<file path="config.mk">
export PLATFORM = sky130hd
export DESIGN_NAME = dbus_bridge_flat
export DESIGN_NICKNAME = d
export VERILOG_FILES = /design/src/rtl/dbus_pkg.sv /design/src/rtl/dbus_bridge_if.sv /design/src/rtl/dbus_timer.sv /design/src/rtl/dbus_bridge.sv /design/src/flat_wrapper.sv
export SDC_FILE = /design/constraint.sdc
export NUM_CORES = 1
export LEC_CHECK = 0
export ABC_AREA = 1
export ABC_CLOCK_PERIOD_IN_PS = 4000
export CAP_MARGIN = 40
export CORE_MARGIN = 3
export CORE_UTILIZATION = 53
export DETAILED_ROUTE_END_ITERATION = 12
export PLACE_DENSITY = 0.88
export SLEW_MARGIN = 20
export SYNTH_ARGS = -nofsm -noshare
export SYNTH_HDL_FRONTEND = slang
export SYNTH_SLANG_ARGS = --single-unit
</file>
<file path="constraint.sdc">
create_clock -name cpu_clk_50M -period 4 [get_ports cpu_clk_50M]
set_clock_uncertainty 0.05 [all_clocks]
set_input_delay 1 -clock cpu_clk_50M [delete_from_list [all_inputs] [get_ports cpu_clk_50M]]
set_output_delay 1 -clock cpu_clk_50M [all_outputs]
set_load 0.01 [all_outputs]
</file>
<file path="src/rtl/dbus_pkg.sv">
// Shared constants and helpers for the MiniMIPS32 data-side bus bridge.
package dbus_pkg;

  localparam int unsigned RAM_AW        = 16;
  localparam int unsigned LED_W         = 16;
  localparam int unsigned SW_W          = 8;
  localparam int unsigned INT_W         = 6;
  localparam int unsigned IRQ_TIMER_BIT = 5;

  localparam logic [12:0] PERIPH_TAG = 13'h1FAF;

  localparam logic [15:0] OFF_LED     = 16'hF000;
  localparam logic [15:0] OFF_SW      = 16'hF010;
  localparam logic [15:0] OFF_TIMER   = 16'hE000;
  localparam logic [15:0] OFF_COMPARE = 16'hE004;
  localparam logic [15:0] OFF_STATUS  = 16'hE008;

  // Replace only the byte lanes whose enable is set.
  function automatic logic [31:0] byte_merge(input logic [31:0] old,
                                             input logic [31:0] wdata,
                                             input logic [3:0]  be);
    logic [31:0] r;
    r = old;
    for (int k = 0; k < 4; k++) begin
      if (be[k]) r[8*k +: 8] = wdata[8*k +: 8];
    end
    return r;
  endfunction

endpackage

</file>
<file path="src/rtl/dbus_bridge_if.sv">
// Core data-port bus: request from the core, one-cycle-latency read data back.
interface dbus_bridge_if;
  logic [31:0] daddr;
  logic        dce;
  logic [3:0]  we;
  logic [31:0] din;
  logic [31:0] dm;

  modport master (output daddr, dce, we, din, input dm);
  modport slave  (input daddr, dce, we, din, output dm);
endinterface

</file>
<file path="src/rtl/dbus_timer.sv">
// Free-running timer with compare match and sticky IRQ pending flag.
module dbus_timer
  import dbus_pkg::*;
(
  input  logic        clk,
  input  logic        rst_n,
  input  logic        wr_timer,
  input  logic        wr_compare,
  input  logic        wr_status,
  input  logic [3:0]  be,
  input  logic [31:0] wdata,
  output logic [31:0] timer,
  output logic [31:0] compare,
  output logic        irq
);

  logic irq_set_c;
  logic irq_clr_c;

  assign irq_set_c = (timer == compare);
  assign irq_clr_c = wr_compare | (wr_status & be[0] & wdata[0]);

  // A set and a clear in the same cycle leave the flag set.
  always_ff @(posedge clk) begin
    if (!rst_n) begin
      timer   <= '0;
      compare <= '0;
      irq     <= 1'b0;
    end else begin
      timer <= wr_timer ? byte_merge(timer, wdata, be) : timer + 32'd1;
      if (wr_compare) compare <= byte_merge(compare, wdata, be);
      irq <= irq_set_c | (irq & ~irq_clr_c);
    end
  end

endmodule

</file>
<file path="src/rtl/dbus_bridge.sv">
// Data-side bridge: splits core accesses between external SRAM and on-chip
// peripheral registers, returning read data with the SRAM's one-cycle latency.
module dbus_bridge
  import dbus_pkg::*;
(
  input  logic              cpu_clk_50M,
  input  logic              cpu_rst_n,
  dbus_bridge_if.slave      bus,
  output logic              ram_en,
  output logic [3:0]        ram_we,
  output logic [RAM_AW-1:0] ram_addr,
  output logic [31:0]       ram_wdata,
  input  logic [31:0]       ram_rdata,
  input  logic [SW_W-1:0]   sw,
  output logic [LED_W-1:0]  led,
  output logic [INT_W-1:0]  int_o
);

  logic              periph_c;
  logic              pwr_c;
  logic [15:0]       offs_c;
  logic [31:0]       rdata_c;
  logic [SW_W-1:0]   sw_meta;
  logic [SW_W-1:0]   sw_sync;
  logic              sel_periph;
  logic [31:0]       periph_rdata;
  logic [31:0]       timer;
  logic [31:0]       compare;
  logic              irq;
  logic              unused_ok;

  assign periph_c  = (bus.daddr[28:16] == PERIPH_TAG);
  assign offs_c    = bus.daddr[15:0];
  assign pwr_c     = bus.dce & periph_c & (|bus.we);
  assign unused_ok = &{1'b0, bus.daddr[31:29]};

  assign ram_en    = bus.dce & ~periph_c;
  assign ram_we    = ram_en ? bus.we : 4'b0000;
  assign ram_addr  = bus.daddr[RAM_AW+1:2];
  assign ram_wdata = bus.din;

  dbus_timer u_timer (
    .clk        (cpu_clk_50M),
    .rst_n      (cpu_rst_n),
    .wr_timer   (pwr_c && offs_c == OFF_TIMER),
    .wr_compare (pwr_c && offs_c == OFF_COMPARE),
    .wr_status  (pwr_c && offs_c == OFF_STATUS),
    .be         (bus.we),
    .wdata      (bus.din),
    .timer      (timer),
    .compare    (compare),
    .irq        (irq)
  );

  // Register read mux; unmapped offsets read as zero.
  always_comb begin
    rdata_c = '0;
    unique case (offs_c)
      OFF_LED:     rdata_c = 32'(led);
      OFF_SW:      rdata_c = 32'(sw_sync);
      OFF_TIMER:   rdata_c = timer;
      OFF_COMPARE: rdata_c = compare;
      OFF_STATUS:  rdata_c = {31'd0, irq};
      default:     rdata_c = '0;
    endcase
  end

  always_ff @(posedge cpu_clk_50M) begin
    if (!cpu_rst_n) begin
      sw_meta      <= '0;
      sw_sync      <= '0;
      led          <= '0;
      sel_periph   <= 1'b1;
      periph_rdata <= '0;
    end else begin
      sw_meta <= sw;
      sw_sync <= sw_meta;
      if (pwr_c && offs_c == OFF_LED) led <= LED_W'(byte_merge(32'(led), bus.din, bus.we));
      if (bus.dce) begin
        sel_periph   <= periph_c;
        periph_rdata <= rdata_c;
      end
    end
  end

  assign bus.dm = sel_periph ? periph_rdata : ram_rdata;

  always_comb begin
    int_o                = '0;
    int_o[IRQ_TIMER_BIT] = irq;
  end

endmodule

</file>
<file path="src/flat_wrapper.sv">
// flat-port wrapper written by rule: the top's interface ports become plain ports
module dbus_bridge_flat import dbus_pkg::*;
  (cpu_clk_50M, cpu_rst_n, ram_en, ram_we, ram_addr, ram_wdata, ram_rdata, sw, led, int_o, bus_daddr, bus_dce, bus_we, bus_din, bus_dm);
  dbus_bridge_if bus_i ();
  input  logic cpu_clk_50M;
  input  logic cpu_rst_n;
  output logic ram_en;
  output logic [3:0] ram_we;
  output logic [RAM_AW-1:0] ram_addr;
  output logic [31:0] ram_wdata;
  input  logic [31:0] ram_rdata;
  input  logic [SW_W-1:0] sw;
  output logic [LED_W-1:0] led;
  output logic [INT_W-1:0] int_o;
  input wire logic [$bits(bus_i.daddr)-1:0] bus_daddr;
  input wire logic [$bits(bus_i.dce)-1:0] bus_dce;
  input wire logic [$bits(bus_i.we)-1:0] bus_we;
  input wire logic [$bits(bus_i.din)-1:0] bus_din;
  output wire logic [$bits(bus_i.dm)-1:0] bus_dm;
  assign bus_i.daddr = bus_daddr;
  assign bus_i.dce = bus_dce;
  assign bus_i.we = bus_we;
  assign bus_i.din = bus_din;
  assign bus_dm = bus_i.dm;
  dbus_bridge u_core (.cpu_clk_50M(cpu_clk_50M), .cpu_rst_n(cpu_rst_n), .bus(bus_i), .ram_en(ram_en), .ram_we(ram_we), .ram_addr(ram_addr), .ram_wdata(ram_wdata), .ram_rdata(ram_rdata), .sw(sw), .led(led), .int_o(int_o));
endmodule
</file>
# Word-level counts from Yosys, hierarchy flattened
# Index checks and enable logic that the tools add are counted.
word_totals:
  reg_bits: 130
  latchBits: 0
  mem_bits_rw: 0
  mem_bits_ro: 0
  inputBits: 111
  output_inout_bits: 107
  wordCells: 56
  memories: 0
op_classes:
  add_sub_neg: 1
  multipliers: 0
  n_div: 0
  n_lt_le_gt_ge: 0
  eq_ne: 11
  shifts: 0
  mux: 8
  bitwise_logic: 10
  reduce_logical: 11
op_table:
  columns: ["op", "count"]
  rows:
  - ["case mux 32 bit (5 select lines)", 1]
  - ["== test 16 bit, second input constant", 5]
  - ["two-way mux 32 bit", 2]
  - ["adder 32 x 1 -> 32 bit, second input constant", 1]
  - ["== test 32 bit", 1]
  - ["two-way mux 8 bit", 4]
  - ["== test 13 bit, second input constant", 1]
  - ["AND reduction 2 bit", 6]
  - ["!= test 2 bit, second input constant", 4]
  - ["bitwise AND 1 bit", 6]
  - ["logical AND 1 bit", 4]
  - ["two-way mux 4 bit", 1]
  - ["OR reduction 4 bit", 1]
  - ["NOT 1 bit", 2]
  - ["bitwise OR 1 bit", 2]

# Longest topological paths before layout
logic_depth:
  ltp_word: 10
  depth_mapped: 11
  ltp_nobuf: 11

# Hierarchy
# From an unflattened synthesis, not the netlist that was laid out.
unflattened:
  hier_cells: 1206
  hier_area_um2: 7793.7
by_module_without_submodules:
  columns: ["mod", "instances", "cells_per_inst", "area_each_um2", "seq_area_each_um2"]
  rows:
  - ["dbus_bridge", 1, 583, 3922.5, 1301.2]
  - ["dbus_timer", 1, 623, 3871.2, 1301.2]

# Least setup slack after synthesis
# Ideal clock, no wire load.
synth_path:
  path_kind: "input-to-output"
  from: "input port bus_daddr[22]"
  to: "output port ram_en"
  t_arrival_ns: 1.502
  t_required_ns: 2.950
  slack_ns: 1.448
  stages: 6
  path_cell_list: "inv_1 nand2_1 nor2_1 nand3_1 nand2_1 inv_1"
synth_via:
  elab_chain_cells: 3
synth_lines:
  columns: ["element", "line", "rtl"]
  rows:
  - ["from (decl)", "flat_wrapper.sv:15", "input wire logic [$bits(bus_i.daddr)-1:0] bus_daddr;"]
  - ["== test 13 bit", "dbus_bridge.sv:32", "assign periph_c = (bus.daddr[28:16] == PERIPH_TAG);"]
  - ["NOT 1 bit", "dbus_bridge.sv:37", "assign ram_en = bus.dce & ~periph_c;"]
  - ["bitwise AND 1 bit", "dbus_bridge.sv:37", null]
  - ["to (decl)", "flat_wrapper.sv:7", "output logic ram_en;"]
# Every way passes these cells.

# Worst setup path after layout
layout_path:
  from: "input port bus_daddr[16]"
  to: "output port ram_we[0]"
layout_via:
  elab_chain_cells: 4
layout_lines:
  columns: ["element", "line", "rtl"]
  rows:
  - ["== test 13 bit", "dbus_bridge.sv:32", null]
  - ["NOT 1 bit", "dbus_bridge.sv:37", null]
  - ["bitwise AND 1 bit", "dbus_bridge.sv:37", null]
  - ["two-way mux 4 bit", "dbus_bridge.sv:38", "assign ram_we = ram_en ? bus.we : 4'b0000;"]
  - ["to (decl)", "flat_wrapper.sv:8", "output logic [3:0] ram_we;"]
# Every way passes these cells.

==> metrics.md <==
| Metric | Value |
|---|---|
| Max frequency | 265 MHz |
| Via count | 8,749 |
| Global-route wire length before repair | 39,100 um |
| Count of clock tree sinks | 130 |
| Cell area after technology mapping | ~8100 um2 |
| Worst supply voltage drop on vdd | roughly 0.00030 V |
| Final number of hold-violating endpoints | 0 |
| DRT Wirelength | 24,700 um |
| Worst slew margin | between 50 and 60% |
| Deepest clock path buffer count | 2 |
| Register area | 2600 um2 |
| Total DRC errors in the routed layout | 0 |
| Startpoint type of the worst setup path | primary input |
| Critical path capture point type | output pin |
| Leakage | ~3.9 nW |
| Total setup violations reported at the end of the flow | 0 |
| Final cell count without fillers | about 1,600 |
| Total Die Area | 16,800 um2 |
| Vias in the first global route | 8,025 |
| Part of the Yosys area used for sequential elements | 32.2% |
| PwrDens | 312 nW/um2 |
| Nets@finish | 1,485 |
| CTS H-tree lvls | 4 |
| Io pins | between 200 and 250 |
| Worst-path maximum fanout | 5 |
| Final antenna-violating net count | 0 |
| X dimension of the die | around 130 um |
| Final period utilization | between 90% and 100% |
| GRT overflow | 0 |
| Critical path arrival | 2.72 ns |
| Cell row count | 44 |
| Clock tree from TritonCTS | done |
| Num CTS Buffers | 17 |
| Layout overhead on the synthesized area | 28.6% |
| Placed instance count | roughly 1,500 |
| First-iteration detailed-routing DRC count | just under 1,000 |
| Setup Total Neg Slack | 0 ns |
| Total global-route track usage | 29.0% |
| Average wire per cell in the routed design | 15.7 um |
| Area of the multi-input gates | 4410 um2 |
| Setup Fix Bufs, Post-CTS | 0 |
| Number of antenna repair diodes | 0 |
| Post-CTS sizing | 0 |
| Unrepaired setup endpoints after global routing | no |
| Routed via count divided by cell count | 5.57 |
| Filler cell count in the final layout | 1,230 |
| Cell count after synthesis | 1,242 |
| Commonest register cell after synthesis | sky130_fd_sc_hd__dfxtp_1 |
| Insertion delay of the later-clocked pin in the worst-skew pair | 0.44 ns |
| Total of hold buffers inserted after clock tree synthesis | 0 |
| Hold Crit Class | reg -> reg |
| Distinct cells, synth | 36 |
| Maximum capacitance violations | 0 |
| Post-synthesis async set-or-reset flop share | 0% |
| Required @ worst endpoint | roughly 3 ns |
| Fin crit period | 3.77 ns |
| Final GP Congestion | 0.948 |
| Layout Utilization | between 70% and 80% |
| DR pass1 iterations | 6 |
| Initial Util | ~55% |
| Antenna violations before repair | 0 |
| Y dimension of the die | approximately 130 um |
| Register clock-pin slew on the reported worst setup and hold paths | 0.07 ns |
| Total power | ~3.2 mW |
| Yosys reg bits | 130 |
| HPWL after DPL | around 18,000 um |
| Floorplan core area | approximately 15,000 um2 |
| Tightest Pin Transition | ~0.72 ns |
| Maximum number of pins on one net before global-route repair | 52 |
| Syn Area/Cell | between 6 and 7 um2 |
| Count of flip-flops with a built-in enable after synthesis | 0 |
| Number of max-slew violations in the final report | 0 |
| Layout cells sized above 1 | under 10% |
| Worst setup path category | in -> out |
| Yosys warning count | 0 |
| Clock tree root buffer cell | sky130_fd_sc_hd__clkbuf_16 |
| Outcome | finished, final reports clean |
| Count of input and output buffers | 209 |
-- flip-flops by register name (all words and copies together), names as in the netlist --
name                    cells
u_core.periph_rdata        32
u_core.u_timer.compare     32
u_core.u_timer.timer       32
u_core.led                 16
u_core.sw_meta              8
u_core.sw_sync              8
u_core.sel_periph           1
u_core.u_timer.irq          1
-- cells by family (layout without fill, tap and decap cells) --
logic type | Yosys count | after routing | share of synthesized area, %
XOR/XNOR | 27 | 27 | 2.92
other | 1 | 5 | 0.0463
AO/OA/AOI/OAI | 139 | 139 | 8.70
adder cells (fa/ha/maj) | 1 | 1 | 0.155
buffers and inverters | 209 | 349 | 13.5
AND/OR/NAND/NOR | 703 | 703 | 38.1
flip-flops | 130 | 130 | 32.2
multiplexers | 32 | 32 | 4.45
-- synth_stat cells, types with 5 or more instances --
cell type | count | area [um2]
sky130_fd_sc_hd__dfxtp_1 | 130 | 2600
sky130_fd_sc_hd__mux2_2 | 32 | 360
sky130_fd_sc_hd__nor2_4 | 8 | 90.1
sky130_fd_sc_hd__nand3_1 | 155 | 776
sky130_fd_sc_hd__nand2_1 | 415 | 1560
sky130_fd_sc_hd__nand4_1 | 29 | 181
sky130_fd_sc_hd__nor2_1 | 72 | 270
sky130_fd_sc_hd__o22ai_1 | 5 | 31.3
sky130_fd_sc_hd__buf_2 | 12 | 60.1
sky130_fd_sc_hd__o21ai_1 | 11 | 55.1
sky130_fd_sc_hd__inv_1 | 86 | 323
sky130_fd_sc_hd__a21oi_1 | 112 | 561
sky130_fd_sc_hd__xor2_1 | 7 | 61.3
sky130_fd_sc_hd__o21ai_0 | 10 | 50.1
sky130_fd_sc_hd__clkbuf_1 | 29 | 109
sky130_fd_sc_hd__buf_1 | 5 | 18.8
sky130_fd_sc_hd__buf_4 | 59 | 443
sky130_fd_sc_hd__buf_6 | 8 | 90.1
sky130_fd_sc_hd__nor2_2 | 7 | 43.8
sky130_fd_sc_hd__xnor2_1 | 20 | 175
-- final timing paths --
check	startpoint	end	slack (ns)	cells past startpoint
setup / recovery	bus_daddr[16]	ram_we[0]	0.23	7
hold / removal	u_core.sw_meta[2]$_SDFF_PN0_	u_core.sw_sync[2]$_SDFF_PN0_	0.36	2
setup reg to reg	u_core.u_timer.timer[0]$_SDFFE_PN0P_	u_core.u_timer.timer[28]$_SDFFE_PN0P_	1.82	10
hold reg to reg	u_core.sw_meta[2]$_SDFF_PN0_	u_core.sw_sync[2]$_SDFF_PN0_	0.36	2
-- per-stage QoR --
step / worst slack [ns] / hold WS, ns / instance area [um2]
global route: 0.116 / 0.379 / 10400
detailed placement: 0.211 / 0.351 / 9830
CTS: 0.223 / 0.367 / 10400
finish: 0.230 / 0.364 / 10400
global placement: 0.259 / 0.343 / 9830
floorplan: 1.45 / 0.340 / 8110
-- power breakdown --
group	total (mW)	switching (mW)	internal (mW)
Sequential	1.32	0.00904	1.31
Combinational	0.386	0.172	0.214
Clock	1.55	0.710	0.839
Total	3.25	0.891	2.36
-- layout by cell type, fill, tap and decap left out --
cell type | synthesis | final
sky130_fd_sc_hd__nand4_2 | 1 | 1
sky130_fd_sc_hd__o211ai_1 | 1 | 1
sky130_fd_sc_hd__dfxtp_1 | 130 | 130
sky130_fd_sc_hd__nand2_4 | 1 | 1
sky130_fd_sc_hd__conb_1 | 1 | 5
sky130_fd_sc_hd__o21ai_0 | 10 | 10
sky130_fd_sc_hd__inv_1 | 86 | 85
sky130_fd_sc_hd__nand3_1 | 155 | 155
sky130_fd_sc_hd__nor2_4 | 8 | 8
sky130_fd_sc_hd__nand2_2 | 3 | 3
sky130_fd_sc_hd__nand2_1 | 415 | 415
sky130_fd_sc_hd__inv_2 | 4 | 5
sky130_fd_sc_hd__xor2_1 | 7 | 7
sky130_fd_sc_hd__buf_12 | 0 | 2
sky130_fd_sc_hd__nor2_8 | 2 | 2
sky130_fd_sc_hd__nor3_1 | 2 | 2
sky130_fd_sc_hd__o22ai_1 | 5 | 5
sky130_fd_sc_hd__nand3_2 | 2 | 2
sky130_fd_sc_hd__clkbuf_16 | 0 | 17
sky130_fd_sc_hd__clkinv_2 | 1 | 1
sky130_fd_sc_hd__mux2_2 | 32 | 32
sky130_fd_sc_hd__ha_1 | 1 | 1
sky130_fd_sc_hd__nor2_1 | 72 | 72
sky130_fd_sc_hd__a21oi_1 | 112 | 112
sky130_fd_sc_hd__o21ai_1 | 11 | 11
sky130_fd_sc_hd__nand3b_1 | 1 | 1
sky130_fd_sc_hd__or2_2 | 4 | 4
sky130_fd_sc_hd__inv_6 | 0 | 7
sky130_fd_sc_hd__nor2_2 | 7 | 7
sky130_fd_sc_hd__inv_8 | 0 | 8
sky130_fd_sc_hd__clkdlybuf4s50_1 | 0 | 209
sky130_fd_sc_hd__nand3_4 | 1 | 1
sky130_fd_sc_hd__buf_4 | 59 | 15
sky130_fd_sc_hd__xnor2_1 | 20 | 20
sky130_fd_sc_hd__nand4_1 | 29 | 29
-- metal layers --
| metal | track usage (%) | routed length [um] | up-vias |
|---|---|---|---|
| li1 | - | - | 4224 |
| met1 | 37.9 | 10200 | 3967 |
| met2 | 47.4 | 11500 | 497 |
| met3 | 5.81 | 2430 | 61 |
| met4 | 10.5 | 589 | 0 |
| met5 | 0 | 0 | - |
-- layout make-up --
type / instances / share of cell area [%]
multi-input combinational: 907 / 42.4
sequential: 130 / 25.0
timing repair buffer: 226 / 21.6
clock buffer: 17 / 4.09
inverter: 91 / 3.29
tap: 184 / 2.21
clock inverter: 15 / 1.45
-- critical path, stage by stage --
cell                              delay, ns
sky130_fd_sc_hd__clkdlybuf4s50_1       0.48
sky130_fd_sc_hd__nand2_1               0.05
sky130_fd_sc_hd__nor2_1                0.15
sky130_fd_sc_hd__nand3_1               0.20
sky130_fd_sc_hd__nand2_1               0.27
sky130_fd_sc_hd__nor2_1                0.07
sky130_fd_sc_hd__clkdlybuf4s50_1       0.48
Note: power is estimated with default switching activity, not from simulation.
